**src/rtl/nibble_feeder.sv**
```systemverilog
// Nibble feeder: small FIFO that hands one nibble per 4-cycle frame to a divide-by-4 sync stage.
// Define NIBBLE_FEEDER_UNDERRUN_CNT_EN to add the saturating underrun_cnt event counter.
module nibble_feeder #(
    parameter int unsigned DEPTH = 4
) (
    input  logic                    fast_clk,
    input  logic                    rst,
    input  logic [3:0]              in_data,
    input  logic                    in_valid,
    output logic                    in_ready,
    output logic [3:0]              data,
    output logic                    data_upd,
    output logic [1:0]              phase,
    output logic [$clog2(DEPTH):0]  fifo_level,
    output logic                    underrun,
    input  logic                    clr_underrun
`ifdef NIBBLE_FEEDER_UNDERRUN_CNT_EN
    ,
    output logic [7:0]              underrun_cnt
`endif
);

    localparam int unsigned AW = $clog2(DEPTH);
    localparam int unsigned LW = AW + 1;

    logic [1:0]    phase_q, phase_d;
    logic [3:0]    mem_q [DEPTH];
    logic [3:0]    mem_d [DEPTH];
    logic [AW-1:0] wr_ptr_q, wr_ptr_d;
    logic [AW-1:0] rd_ptr_q, rd_ptr_d;
    logic [LW-1:0] level_q, level_d;
    logic [3:0]    data_q, data_d;
    logic          data_upd_q, data_upd_d;
    logic          underrun_q, underrun_d;

    logic slot, empty, full, push, pop, underrun_evt;

    // Emptiness is judged on registered state, so a push landing on the slot edge waits a frame.
    always_comb begin
        slot         = (phase_q == 2'd3);
        empty        = (level_q == '0);
        full         = (level_q == LW'(DEPTH));
        push         = in_valid && !full;
        pop          = slot && !empty;
        underrun_evt = slot && empty;
    end

    always_comb begin
        phase_d    = phase_q + 2'd1;
        mem_d      = mem_q;
        wr_ptr_d   = wr_ptr_q;
        rd_ptr_d   = rd_ptr_q;
        level_d    = level_q;
        data_d     = data_q;
        data_upd_d = pop;
        if (push) begin
            mem_d[wr_ptr_q] = in_data;
            wr_ptr_d        = wr_ptr_q + 1'b1;
        end
        if (pop) begin
            data_d   = mem_q[rd_ptr_q];
            rd_ptr_d = rd_ptr_q + 1'b1;
        end
        case ({push, pop})
            2'b10:   level_d = level_q + 1'b1;
            2'b01:   level_d = level_q - 1'b1;
            default: level_d = level_q;
        endcase
        // A new empty-slot event outranks a concurrent clear.
        if (underrun_evt) begin
            underrun_d = 1'b1;
        end else if (clr_underrun) begin
            underrun_d = 1'b0;
        end else begin
            underrun_d = underrun_q;
        end
    end

    always_ff @(posedge fast_clk) begin
        if (rst) begin
            phase_q    <= '0;
            wr_ptr_q   <= '0;
            rd_ptr_q   <= '0;
            level_q    <= '0;
            data_q     <= 4'h0;
            data_upd_q <= 1'b0;
            underrun_q <= 1'b0;
        end else begin
            phase_q    <= phase_d;
            wr_ptr_q   <= wr_ptr_d;
            rd_ptr_q   <= rd_ptr_d;
            level_q    <= level_d;
            data_q     <= data_d;
            data_upd_q <= data_upd_d;
            underrun_q <= underrun_d;
        end
    end

    // Storage needs no reset: occupancy and pointers alone decide what is readable.
    always_ff @(posedge fast_clk) begin
        mem_q <= mem_d;
    end

`ifdef NIBBLE_FEEDER_UNDERRUN_CNT_EN
    logic [7:0] cnt_q, cnt_d, cnt_base;

    // Clear applies first, then the event increments, so clear+event yields 1.
    always_comb begin
        cnt_base = clr_underrun ? 8'd0 : cnt_q;
        cnt_d    = cnt_base;
        if (underrun_evt && (cnt_base != 8'hFF)) begin
            cnt_d = cnt_base + 8'd1;
        end
    end

    always_ff @(posedge fast_clk) begin
        if (rst) begin
            cnt_q <= 8'd0;
        end else begin
            cnt_q <= cnt_d;
        end
    end

    assign underrun_cnt = cnt_q;
`endif

    assign in_ready   = !full;
    assign data       = data_q;
    assign data_upd   = data_upd_q;
    assign phase      = phase_q;
    assign fifo_level = level_q;
    assign underrun   = underrun_q;

endmodule

```
**config.mk**
```make
export PLATFORM = sky130hd
export DESIGN_NAME = nibble_feeder
export DESIGN_NICKNAME = d
export VERILOG_FILES = /design/src/rtl/nibble_feeder.sv
export SDC_FILE = /design/constraint.sdc
export NUM_CORES = 1
export LEC_CHECK = 0
export CAP_MARGIN = 20
export CELL_PAD_IN_SITES_DETAIL_PLACEMENT = 2
export CELL_PAD_IN_SITES_GLOBAL_PLACEMENT = 2
export CORE_ASPECT_RATIO = 0.75
export CORE_UTILIZATION = 30
export CTS_BUF_LIST = sky130_fd_sc_hd__clkbuf_8
export DETAILED_ROUTE_END_ITERATION = 10
export PLACE_DENSITY_LB_ADDON = 0.1
export REMOVE_ABC_BUFFERS = 1
export SLEW_MARGIN = 20
export SYNTH_ARGS = -nofsm -noshare
export SYNTH_HDL_FRONTEND = slang
export SYNTH_SLANG_ARGS = --single-unit
```
**constraint.sdc**
```tcl
create_clock -name fast_clk -period 7 [get_ports fast_clk]
set_input_delay 1.4 -clock fast_clk [delete_from_list [all_inputs] [get_ports fast_clk]]
set_output_delay 1.4 -clock fast_clk [all_outputs]
set_load 0.02 [all_outputs]
```
Yosys cells after proc, flatten, opt, wreduce, memory -nomap -nowiden
Index checks and enable logic that the tools add are counted.
{ "classes": {"add_sub_neg": 5, "magnitude_cmp": 3, "eq_ne": 4, "mux": 9, "bitwise_logic": 2, "n_reduce_logical": 9} }
{ "ops": {"columns": ["cell", "count"], "rows": [
  ["$bwmux 16", 1],
  ["$mux 4", 3],
  ["$bmux 4 s2", 1],
  ["$demux 4 s2", 1],
  ["$add 2x1->2 const B", 3],
  ["$ge 3x3->1 const B", 2],
  ["$not 2->3", 2],
  ["$pmux 3 s2", 1],
  ["$eq 2x2->1 const B", 2],
  ["$logic_and 1x1->1", 4],
  ["$reduce_bool 2->1", 2],
  ["$add 3x1->3 const B", 1],
  ["$eq 3x3->1 const B", 1],
  ["$logic_not 3->1", 1],
  ["$lt 3x1->1 const B", 1],
  ["$sub 3x1->3 const B", 1],
  ["$eq 2x1->1 const B", 1],
  ["$logic_not 1->1", 2],
  ["$mux 1", 2]
]} }
{ "totals": {"ff_bits": 31, "out_inout_bits": 12, "elab_cells": 43} }

Logic depth before layout (Yosys ltp)
{ "depth": {"word_depth": 6, "mapped_depth": 9} }

Worst setup path before layout
Ideal clock, no wire load.
{ "synth_timing": {"kind": "input to register", "start": "input port in_valid", "end": "register level_q[2] (netlist: fifo_level[2])", "t_arrival_ns": 2.863, "required_ns": 6.930, "path_slack_ns": 4.068, "path_stages": 8, "n_path_buf": 1, "cell_sequence": "buf_1 > nand2_1 > ha_1 > inv_1 > fa_1 > xor2_1 > or3_2 > a21oi_1"} }
{ "synth_via": {"elab_chain_len": 3} }
{ "synth_lines": {"columns": ["item", "line_no", "text"], "rows": [
  ["from (decl)", "9", "input logic in_valid,"],
  ["$logic_and 1x1->1 (*)", "43", "push = in_valid && !full;"],
  ["$eq 2x1->1 / $eq 2x2->1 (equally long branches)", "64", "case ({push, pop})"],
  ["$pmux 3 s2 / $reduce_bool 2->1 (equally long branches)", null, null],
  ["to (signal assigned)", "92", "level_q <= level_d;"],
  ["to (decl)", "31", "logic [LW-1:0] level_q, level_d;"]
]} }
Every way passes the cells marked *; elsewhere a longest branch is shown, timed or not.
A chain may end at the register's enable or synchronous reset.

Final worst setup path
{ "layout_timing": {"start": "register level_q[2] (netlist: fifo_level[2])", "end": "output port in_ready"} }
{ "layout_via": {"elab_chain_len": 2} }
{ "layout_lines": {"columns": ["item", "line_no", "text"], "rows": [
  ["$eq 3x3->1", "42", "full = (level_q == LW'(DEPTH));"],
  ["$logic_not 1->1", "127", "assign in_ready = !full;"],
  ["to (decl)", "10", "output logic in_ready,"]
]} }
Every way passes these cells.

==> out/results.txt <==
Slew Viols, Final: 0
status: finished clean
Final ANT Viol Nets: 0
WHS Path Cells: 1
Netlist cell types: 26
most common cell in the synthesized netlist: edfxtp_1
Vert. Die Dim: 58.8 um
Routability Congestion: 0.773
TNS Setup: 0 ps
ant diodes: 0
endpoint type of the worst setup path: primary output
DRT Wirelength: 2.66 mm
largest net degree at the start of global routing: 16
sequential area share after synthesis: 60.6%
Clock transition at path regs: 60 ps
Data required, critical path: 5600 ps
FP Rows: 20
vias post-DR: 796
clk sinks: 31
MaxCap Viol Count: 0
cells after synthesis: 94
Worst Hold Class: reg2reg
share of layout cells above drive strength 1: 15.4%
Initial Util: 31.6%
crit share post-route: 46.6%
vias in the first global route: 848
R2R Path End: fifo_level[2]$_SDFFE_PP0P_
final core occ: 39.6%
first-pass GRT wire length: 4.40 mm
Layout Cells excl Fill: 172
post-cts resize count: 0
CTS tree: built
fmax: 307 MHz
Nets: 131
drt via density: 4.63
Worst Hold Launch: phase[0]$_SDFF_PP0_
post-route minimum period: 3260 ps
Die W: 77.7 um
hold_buf cts: 0
synth cell count leaders: 16 x edfxtp_1, 15 x dfxtp_1, 12 x nor2_1
Remaining DRCs: 0
worst-margin pin slew: 612 ps
initial antenna violation count: 0
DR pass1 iterations: 3
register area: 781 um^2
core area: 4080 um^2
Slew HR: 59.1%
syn avg cell area: 13.7 um^2
clock latency at the later pin of the worst-skew pair: 290 ps
hold worst-path end: phase[0]$_SDFF_PP0_
Yosys Warn Count: 0
mean routed wirelength per cell: 15.5 um
IO buf count: 19
starting DRC count in detailed routing: 42
Max IR drop VDD: 0.0766 mV
RSZ-0062 raised after global routing: false
H-Tree Depth: 2
power per cell area: 244 nW/um^2
reg2reg setup slack: 4490 ps
skew final: 6.34 ps
post-synth top area share: 37.3%
worst-path fanout max: 10
setup violators final: 0
post-synthesis register bit count: 31
P&R area growth vs syn: 25.3%
Final Hold Fails: 0
async set-reset flop share out of synthesis: 0%
I/O pin total: 20
startpoint type of the worst setup path: flip-flop
Tot Pwr: 395 uW
R2R Path Start: fifo_level[2]$_SDFFE_PP0P_
largest area contributor in the netlist: edfxtp_1
Clock Tree Buf Depth: 2
die area: 4560 um^2
Post-synth top flop: edfxtp_1
placed cells: 164
total CTS buffers: 5
top cells by area, synth: edfxtp_1 37%, dfxtp_1 23%, mux4_2 7.0%
fill count: 428
Synth Cell Area: 1290 um^2
R2R depth: 8
Total Routing Usage GR: 13.7%
WP data arrival: 1860 ps
area of the multi-input gates: 462 um^2
CTS root buf: clkbuf_8
critical path type: reg2out
post-CTS setup buffer count: 0
Post-DP HPWL: 1.89 mm
EDFF count, synth: 16
grt total ovfl: 0
Leak: 0.000613 uW
[how the worst max path moves through the flow]
stage	from	endpoint	slack, ps
floorplan	in_valid	fifo_level[2]$_SDFFE_PP0P_	4230
CTS	fifo_level[2]$_SDFFE_PP0P_	in_ready	3710
global route	fifo_level[2]$_SDFFE_PP0P_	in_ready	3650
global placement	in_valid	fifo_level[2]$_SDFFE_PP0P_	3590
finish	fifo_level[2]$_SDFFE_PP0P_	in_ready	3740
detailed placement	in_valid	fifo_level[2]$_SDFFE_PP0P_	3520
[layer usage]
layer	global-route usage [%]	share of wire [%]	up-vias
met5	0	0	-
met4	9.70	2.8	0
met3	4.34	4.2	8
met2	20.9	46	15
met1	16.9	47	397
li1	-	-	376
[flip-flops by register name (all words and copies together), names as in the netlist]
name / count
data: 4
data_upd: 1
fifo_level: 3
mem_q: 16
phase: 2
rd_ptr_q: 2
underrun: 1
wr_ptr_q: 2
[layout by cell type (no fill, tap or decap), drive strengths merged, types with 2 or more instances in the layout]
cell type / n
mux4: 4
mux2i: 4
inv: 7
nor2: 12
a21o: 2
nor2b: 2
nand3: 2
and3: 4
xor2: 4
dfxtp: 15
clkdlybuf4s50: 19
a21oi: 5
edfxtp: 16
clkbuf: 6
ha: 6
[critical path, stage by stage (launching register included)]
cell and delay, ps:
dfxtp_1 460, or3b_1 530, clkdlybuf4s50_1 590
[cells by family after synthesis]
kind of cell | share of synthesized area (%)
DFF | 60.6
buffers and inverters | 3.59
AOI/OAI and AO/OA | 6.12
adders and majority gates | 7.38
muxes | 10.1
xor gates and xnor gates | 2.72
and+or+nand+nor | 9.51
[power breakdown]
part | internal [uW] | leakage, uW | total, uW | switching (uW)
combinational | 21.0 | 0.000291 | 43.5 | 22.4
sequential | 200 | 0.000269 | 207 | 7.48
clock | 77.7 | 0.0000524 | 144 | 66.0
total | 299 | 0.000613 | 395 | 96.0
[final cells by class]
cell class | count | area share (%)
Tap cell | 55 | 4.26
Timing Repair Buffer | 19 | 11.8
Multi-Input combinational cell | 53 | 28.6
Inverter | 6 | 1.39
Clock inverter | 2 | 0.542
Sequential cell | 31 | 48.3
Clock buffer | 6 | 5.11
[stage by stage]
| step | hold WS, ps | setup WS (ps) | area [um^2] |
|---|---|---|---|
| 2_1_floorplan | 507 | 4230 | 1260 |
| 3_3_place_gp | 429 | 3590 | 1520 |
| 3_5_place_dp | 446 | 3520 | 1520 |
| 4_1_cts | 466 | 3710 | 1620 |
| 5_1_grt | 488 | 3650 | 1620 |
| 6_report | 464 | 3740 | 1620 |
Note: power is estimated with default switching activity, not from simulation.
